===== config.mk =====
export PLATFORM = sky130hd
export DESIGN_NAME = i2s_tx_master
export DESIGN_NICKNAME = d
export VERILOG_FILES = /design/src/rtl/i2s_tx_master.sv
export SDC_FILE = /design/constraint.sdc
export NUM_CORES = 1
export LEC_CHECK = 0
export CAP_MARGIN = 20
export CORE_ASPECT_RATIO = 1.25
export CORE_UTILIZATION = 60
export DETAILED_ROUTE_END_ITERATION = 7
export PLACE_DENSITY = 0.91
export REMOVE_ABC_BUFFERS = 1
export SLEW_MARGIN = 20
export SYNTH_ARGS = -nofsm -noshare
export SYNTH_HDL_FRONTEND = slang
export SYNTH_SLANG_ARGS = --single-unit

===== constraint.sdc =====
create_clock -name clk -period 3 [get_ports clk]
set_input_delay 0.45 -clock clk [delete_from_list [all_inputs] [get_ports clk]]
set_output_delay 0.45 -clock clk [all_outputs]
set_load 0.02 [all_outputs]

===== src/rtl/i2s_tx_master.sv =====
// I2S master transmitter: derives bclk/lrclk from clk and shifts stereo samples out MSB-first.
// A one-entry holding buffer feeds each frame; an empty buffer at frame load sends silence.
module i2s_tx_master #(
    parameter int unsigned BITSIZE  = 24,
    parameter int unsigned SLOTBITS = 32,
    parameter int unsigned BCLK_DIV = 2
) (
    input  logic                      clk,
    input  logic                      rst_n,
    input  logic                      enable,
    input  logic signed [BITSIZE-1:0] left_in,
    input  logic signed [BITSIZE-1:0] right_in,
    input  logic                      in_valid,
    output logic                      in_ready,
    output logic                      bclk,
    output logic                      lrclk,
    output logic                      sdata,
    output logic                      frame_start,
    output logic                      underrun
);

    localparam int unsigned FrameBits = 2 * SLOTBITS;
    localparam int unsigned KW        = $clog2(FrameBits);
    localparam int unsigned DW        = (BCLK_DIV > 1) ? $clog2(BCLK_DIV) : 1;

    localparam logic [KW-1:0] KLast   = KW'(FrameBits - 1);
    localparam logic [KW-1:0] LrFirst = KW'(SLOTBITS - 1);
    localparam logic [KW-1:0] LrLast  = KW'(FrameBits - 2);
    localparam logic [DW-1:0] DivLast = DW'(BCLK_DIV - 1);

    typedef enum logic [0:0] {StIdle, StRun} state_e;

    state_e               state_q, state_d;
    logic [DW-1:0]        div_q, div_d;
    logic [KW-1:0]        k_q, k_d, k_next;
    logic                 bclk_q, bclk_d;
    logic                 lrclk_q, lrclk_d;
    logic                 sdata_q, sdata_d;
    logic                 frame_start_q, frame_start_d;
    logic                 underrun_q, underrun_d;
    logic [FrameBits-1:0] shift_q, shift_d, shift_next;
    logic                 hold_full_q, hold_full_d;
    logic                 in_ready_q, in_ready_d;
    logic [BITSIZE-1:0]   hold_l_q, hold_l_d;
    logic [BITSIZE-1:0]   hold_r_q, hold_r_d;
    logic [SLOTBITS-1:0]  left_slot, right_slot;
    logic                 load;
    logic                 accept;

    // Samples sit left-justified in their slot; the remaining bits are zero padding.
    assign left_slot  = SLOTBITS'(hold_l_q) << (SLOTBITS - BITSIZE);
    assign right_slot = SLOTBITS'(hold_r_q) << (SLOTBITS - BITSIZE);

    always_ff @(posedge clk or negedge rst_n) begin
        if (!rst_n) begin
            state_q       <= StIdle;
            div_q         <= '0;
            k_q           <= KLast;
            bclk_q        <= 1'b0;
            lrclk_q       <= 1'b0;
            sdata_q       <= 1'b0;
            frame_start_q <= 1'b0;
            underrun_q    <= 1'b0;
            shift_q       <= '0;
            hold_full_q   <= 1'b0;
            in_ready_q    <= 1'b1;
            hold_l_q      <= '0;
            hold_r_q      <= '0;
        end else begin
            state_q       <= state_d;
            div_q         <= div_d;
            k_q           <= k_d;
            bclk_q        <= bclk_d;
            lrclk_q       <= lrclk_d;
            sdata_q       <= sdata_d;
            frame_start_q <= frame_start_d;
            underrun_q    <= underrun_d;
            shift_q       <= shift_d;
            hold_full_q   <= hold_full_d;
            in_ready_q    <= in_ready_d;
            hold_l_q      <= hold_l_d;
            hold_r_q      <= hold_r_d;
        end
    end

    always_comb begin
        state_d       = state_q;
        div_d         = div_q;
        k_d           = k_q;
        bclk_d        = bclk_q;
        lrclk_d       = lrclk_q;
        sdata_d       = sdata_q;
        shift_d       = shift_q;
        shift_next    = '0;
        frame_start_d = 1'b0;
        underrun_d    = 1'b0;
        load          = 1'b0;
        k_next        = (k_q == KLast) ? '0 : k_q + KW'(1);

        unique case (state_q)
            StIdle: begin
                div_d   = '0;
                bclk_d  = 1'b0;
                k_d     = KLast;
                lrclk_d = 1'b0;
                sdata_d = 1'b0;
                shift_d = '0;
                if (enable) begin
                    state_d = StRun;
                end
            end
            StRun: begin
                if (!enable) begin
                    // Stopping truncates the frame and drops whatever is left in the shifter.
                    state_d = StIdle;
                    div_d   = '0;
                    bclk_d  = 1'b0;
                    k_d     = KLast;
                    lrclk_d = 1'b0;
                    sdata_d = 1'b0;
                    shift_d = '0;
                end else if (div_q == DivLast) begin
                    div_d  = '0;
                    bclk_d = !bclk_q;
                    if (bclk_q) begin
                        k_d     = k_next;
                        lrclk_d = (k_next >= LrFirst) && (k_next <= LrLast);
                        if (k_next == '0) begin
                            load          = 1'b1;
                            frame_start_d = 1'b1;
                            if (hold_full_q) begin
                                shift_next = {left_slot, right_slot};
                            end else begin
                                underrun_d = 1'b1;
                            end
                        end else begin
                            shift_next = shift_q << 1;
                        end
                        shift_d = shift_next;
                        sdata_d = shift_next[FrameBits-1];
                    end
                end else begin
                    div_d = div_q + DW'(1);
                end
            end
            default: state_d = StIdle;
        endcase
    end

    // A load only ever empties a full buffer; accept is blocked while full, so they never collide.
    always_comb begin
        accept      = in_valid && in_ready_q;
        hold_full_d = hold_full_q;
        hold_l_d    = hold_l_q;
        hold_r_d    = hold_r_q;
        if (load) begin
            hold_full_d = 1'b0;
        end
        if (accept) begin
            hold_full_d = 1'b1;
            hold_l_d    = left_in;
            hold_r_d    = right_in;
        end
        in_ready_d = !hold_full_d;
    end

    assign in_ready    = in_ready_q;
    assign bclk        = bclk_q;
    assign lrclk       = lrclk_q;
    assign sdata       = sdata_q;
    assign frame_start = frame_start_q;
    assign underrun    = underrun_q;

endmodule


# == Yosys cells after proc, flatten, opt, wreduce, memory -nomap -nowiden ==
# Cells that the tools add are included.
# word_totals
output_inout_bits,6
input_bits,52
regBits,126
# op_classes
bitwise,1
add_sub_neg,2
mux,39
magnitude_cmp,2
n_reduce_logical,6
n_eq_ne,3
# ops
cell,n
63-bit two-way mux,3
64-bit two-way mux,2
63-bit one-hot mux with 2 select lines,1
1-bit two-way mux,24
6-bit two-way mux,4
6-bit one-hot mux with 2 select lines,1
1-bit one-hot mux with 2 select lines,4
6-bit by 1-bit adder with 6-bit output (second input constant),1
6-bit equality test (second input constant),1
6-bit by 5-bit greater-or-equal comparator with 1-bit output (second input constant),1
6-bit <= comparator (second input constant),1
6-bit zero test,1
3-bit by 2-bit inequality test with 1-bit output (second input constant),2
1-bit logical AND,2
1-bit zero test,2
2-bit AND reduction,1
1-bit adder (second input constant),1
1-bit inverter,1

# == Depth between registers and ports, before layout ==
# depth
depth_word,11
mapped_depth,9
ltp_nobuf,7

# == Worst setup path before layout ==
# OpenSTA, ideal clock, no wires.
# synth_timing
path_type,register to register
from,register k_q[0]
to,register shift_q[43]
path_slack_ns,0.920
t_arrival_ns,1.954
path_stages_with_launch,9
n_path_buf,2
setup_ns,0.126
synth_period_minus_slack_ns,2.080
t_required_ns,2.874
path_cell_list,dfstp_2 ha_1 and2_1 a21oi_2 o41ai_2 buf_4 buf_6 a21oi_1 a221o_1
# synth_via
elab_chain_len,8
word_cells_on_any_way,9
cone_classes,add/sub: 1; eq/ne: 1; mux: 6; reduce/logical: 1
# synth_lines
element,line_no,text
from (decl),35,"logic [KW-1:0] k_q, k_d, k_next;"
from (signal assigned),58,k_q <= KLast;
from (signal assigned),72,k_q <= k_d;
6-bit by 1-bit adder with 6-bit output / 6-bit equality test (equally long branches),98,k_next = (k_q == KLast) ? '0 : k_q + KW'(1);
6-bit two-way mux (*),98,
6-bit zero test (*),128,if (k_next == '0) begin
64-bit two-way mux (*),128,
63-bit two-way mux (*),125,if (bclk_q) begin
63-bit two-way mux (*),122,end else if (div_q == DivLast) begin
63-bit two-way mux (*),113,if (!enable) begin
63-bit one-hot mux with 2 select lines (*),100,unique case (state_q)
to (signal assigned),78,shift_q <= shift_d;
to (decl),41,"logic [FrameBits-1:0] shift_q, shift_d, shift_next;"
# Every way passes the cells marked *; elsewhere a longest branch is shown, timed or not. The select of a mux whose other input is x is not followed.
# A chain may end at the register's enable or synchronous reset.

# == Final worst setup path ==
# layout_timing
from,register k_q[0]
to,register shift_q[61]
# The elaborated chain is that of the path after synthesis.

==> impl_results.md <==
- 1st-pass router iterations: 7
- Syn Inst Count: 493
- H-tree levels: 4
- PostCTS Resize Cnt: 0
- Final Hold Viols: 0
- Congestion Overflow GR: 0
- Clk Latency, worst-skew pair: 0.53 ns
- Core ar.: 8750 sq um
- Routability Congestion: 0.848
- Final Non-Filler Cells: 669
- Post-synthesis cell type count: 38
- Sink Count: 118
- Setup tns final: 0 ns
- CTS tree: done
- Startpoint types: register
- Max-cap violations: 0
- Final #Nets: slightly below 600
- Clock skew: about 0.011 ns
- Drt total wl: 12500 um
- Power, Total: 4.68 mW
- Post-route ant nets: 0
- Num ports: 58
- CTS root buffer: clkbuf_8
- Ys Warns: 0
- Chip width: 87.5 um
- Post-synth ARST share: 100%
- Post CTS Setup Buffer Count: 0
- Vias per cell: 6.38
- Final Setup Violations: 0
- Final core utilization: 76.7%
- Worst-margin pin slew: 0.764 ns
- Hold_buf cts: 1
- First-pass GRT wire length: 20600 um
- Vias in the first global route: 4236
- Critical path class: reg2reg
- HP Class: in2async
- Largest net degree at the start of global routing: 63
- Reg area: 2960 sq um
- Fmax: roughly 410 MHz
- Final min period: 2.47 ns
- Drc violations: 0
- Die footprint: 9520 sq um
- Fillers: 542
- Post-synthesis cell area: 5480 sq um
- Initial antenna violation count: 0
- Post-Place Cells: approximately 640
- Hpwl dp: 7400 um
- Slew HR: 49.0%
- Post-synth EDFFs: 0
- P_leak: slightly above 3 nW
- CTS buffer count: 17
- Worst EP required: 3.40 ns
- Clock-pin slew on the worst setup and hold paths: about 0.06 ns
- Placed inst area: slightly above 6000 sq um
- Fin crit share: 82.2%
- Initial DRC Count: 429
- Unrepaired setup endpoints after global routing: false
- Die height: 109 um
- Yosys reg bits: 118
- Wirelength per Cell: 18.7 um
- Port buffer count: 57
- Total GRT Usage: 28.8%
- Share of cells above drive strength 1: 19.9%
- CTS max path bufs: 2
- Crit path DAT: roughly 2.9 ns
- Multi-input gate area: 2290 sq um
- PwrDens: around 700 nW/um^2
- Setup WS pre-CTS: 0.579 ns
- Peak supply drop: 0.574 mV
- Sequential fraction of the synthesis area: a little over half
- Final Cell Area: 6710 sq um
- Worst setup EP type: register
- Worst-path fanout max: 49
- Synth Flop Type: dfrtp_1
- Post-synthesis area per instance: ~11 sq um
- Run status: complete, no violations
- Initial core utilization: 62.6%
- Final worst slack: 0.535 ns
- Area grow syn2layout: 22.4%
- Row count: 38
- Vias: 4268
- Antenna cells: 0
- Max Slew Vio Count: 0
- Worst Hold Slack: approximately 0.41 ns
==> critical path: stages, from the launching register on <==
cell and delay [ns]:
dfstp_2 0.60, ha_1 0.32, and2_1 0.18, a21oi_2 0.08, o41ai_4 0.20, buf_4 0.48
a21oi_1 0.16, a221o_1 0.29
==> routing by layer <==
metal,track usage (%),vias to the layer above,part of all wire [%]
met4,10.9,0,2.2
met2,46.8,190,52
met5,0,-,0
li1,-,1897,-
met1,37.0,2152,40
met3,7.57,29,5.3
==> power by group <==
part | total [mW] | switching (mW) | internal (mW)
Combinational | 0.532 | 0.199 | 0.332
Clock | 2.03 | 0.702 | 1.32
Sequential | 2.12 | 0.198 | 1.93
Total | 4.68 | 1.10 | 3.58
==> final cells by class <==
class / instances / area share (%)
timing repair buffer: 72 / 10.4
clock buffer: 23 / 6.96
inverter: 6 / 0.336
sequential: 118 / 44.2
tap: 120 / 2.24
multi-input combinational: 321 / 34.1
clock inverter: 9 / 1.87
==> final timing paths <==
path | endpoint | from | slack (ns) | depth (start not counted)
worst max-delay path | shift_q[61] | k_q[0] | 0.53 | 7
min in group clk | state_q | enable | 0.42 | 1
max in group asynchronous | in_ready | rst_n | 1.87 | 3
worst min-delay path | hold_r_q[0] | rst_n | 0.41 | 2
worst max register to register | shift_q[61] | k_q[0] | 0.53 | 7
worst min register to register | div_q | div_q | 0.50 | 1
==> registers in the layout (all words and copies together), names as in the netlist <==
signal / flops
hold_l_q: 24
shift_q: 55
k_q: 6
sdata: 1
div_q: 1
frame_start: 1
lrclk: 1
in_ready: 1
state_q: 1
underrun: 1
hold_r_q: 24
hold_full_q: 1
bclk: 1
==> synth_stat cells, types with 2 or more instances <==
| cell | n | area share [%] |
|---|---|---|
| buf_1 | 4 | 0.27 |
| buf_6 | 5 | 1.0 |
| o31ai_1 | 2 | 0.27 |
| dfrtp_1 | 111 | 51 |
| and2_1 | 3 | 0.34 |
| ha_1 | 4 | 0.91 |
| a21oi_1 | 59 | 5.4 |
| a221o_1 | 47 | 8.6 |
| nor2_1 | 7 | 0.48 |
| inv_1 | 5 | 0.34 |
| o211ai_1 | 9 | 1.2 |
| xnor2_1 | 3 | 0.48 |
| buf_2 | 12 | 1.1 |
| clkbuf_1 | 25 | 1.7 |
| and3_1 | 50 | 5.7 |
| nand2_1 | 62 | 4.2 |
| nand3_1 | 6 | 0.55 |
| o21ai_0 | 4 | 0.37 |
| dfstp_2 | 7 | 3.4 |
| mux2_2 | 48 | 9.9 |
| or4_1 | 2 | 0.27 |
| buf_4 | 2 | 0.27 |
==> cells by family after synthesis <==
| logic type | after synthesis | share of synthesized area (%) |
|---|---|---|
| compound gates | 129 | 17.2 |
| xor+xnor | 3 | 0.480 |
| fa+ha+maj | 4 | 0.913 |
| buf+inv | 54 | 4.80 |
| flops | 118 | 54.1 |
| mux | 48 | 9.87 |
| simple gates | 137 | 12.7 |
==> layout by cell type (no fill, tap or decap), drive strengths merged, types with 3 or more instances in the layout <==
master and instances:
clkdlybuf4s50 56, a21oi 60, clkinv 4, bufinv 3, o211ai 9, and2 4
a221o 47, o21ai 5, clkbuf 23, nand2 62, nand3 7, dfrtp 111
nor2 8, inv 6, xnor2 3, ha 4, dfstp 7, mux2 48
and3 51, buf 15
Note: power is estimated with default switching activity, not from simulation.
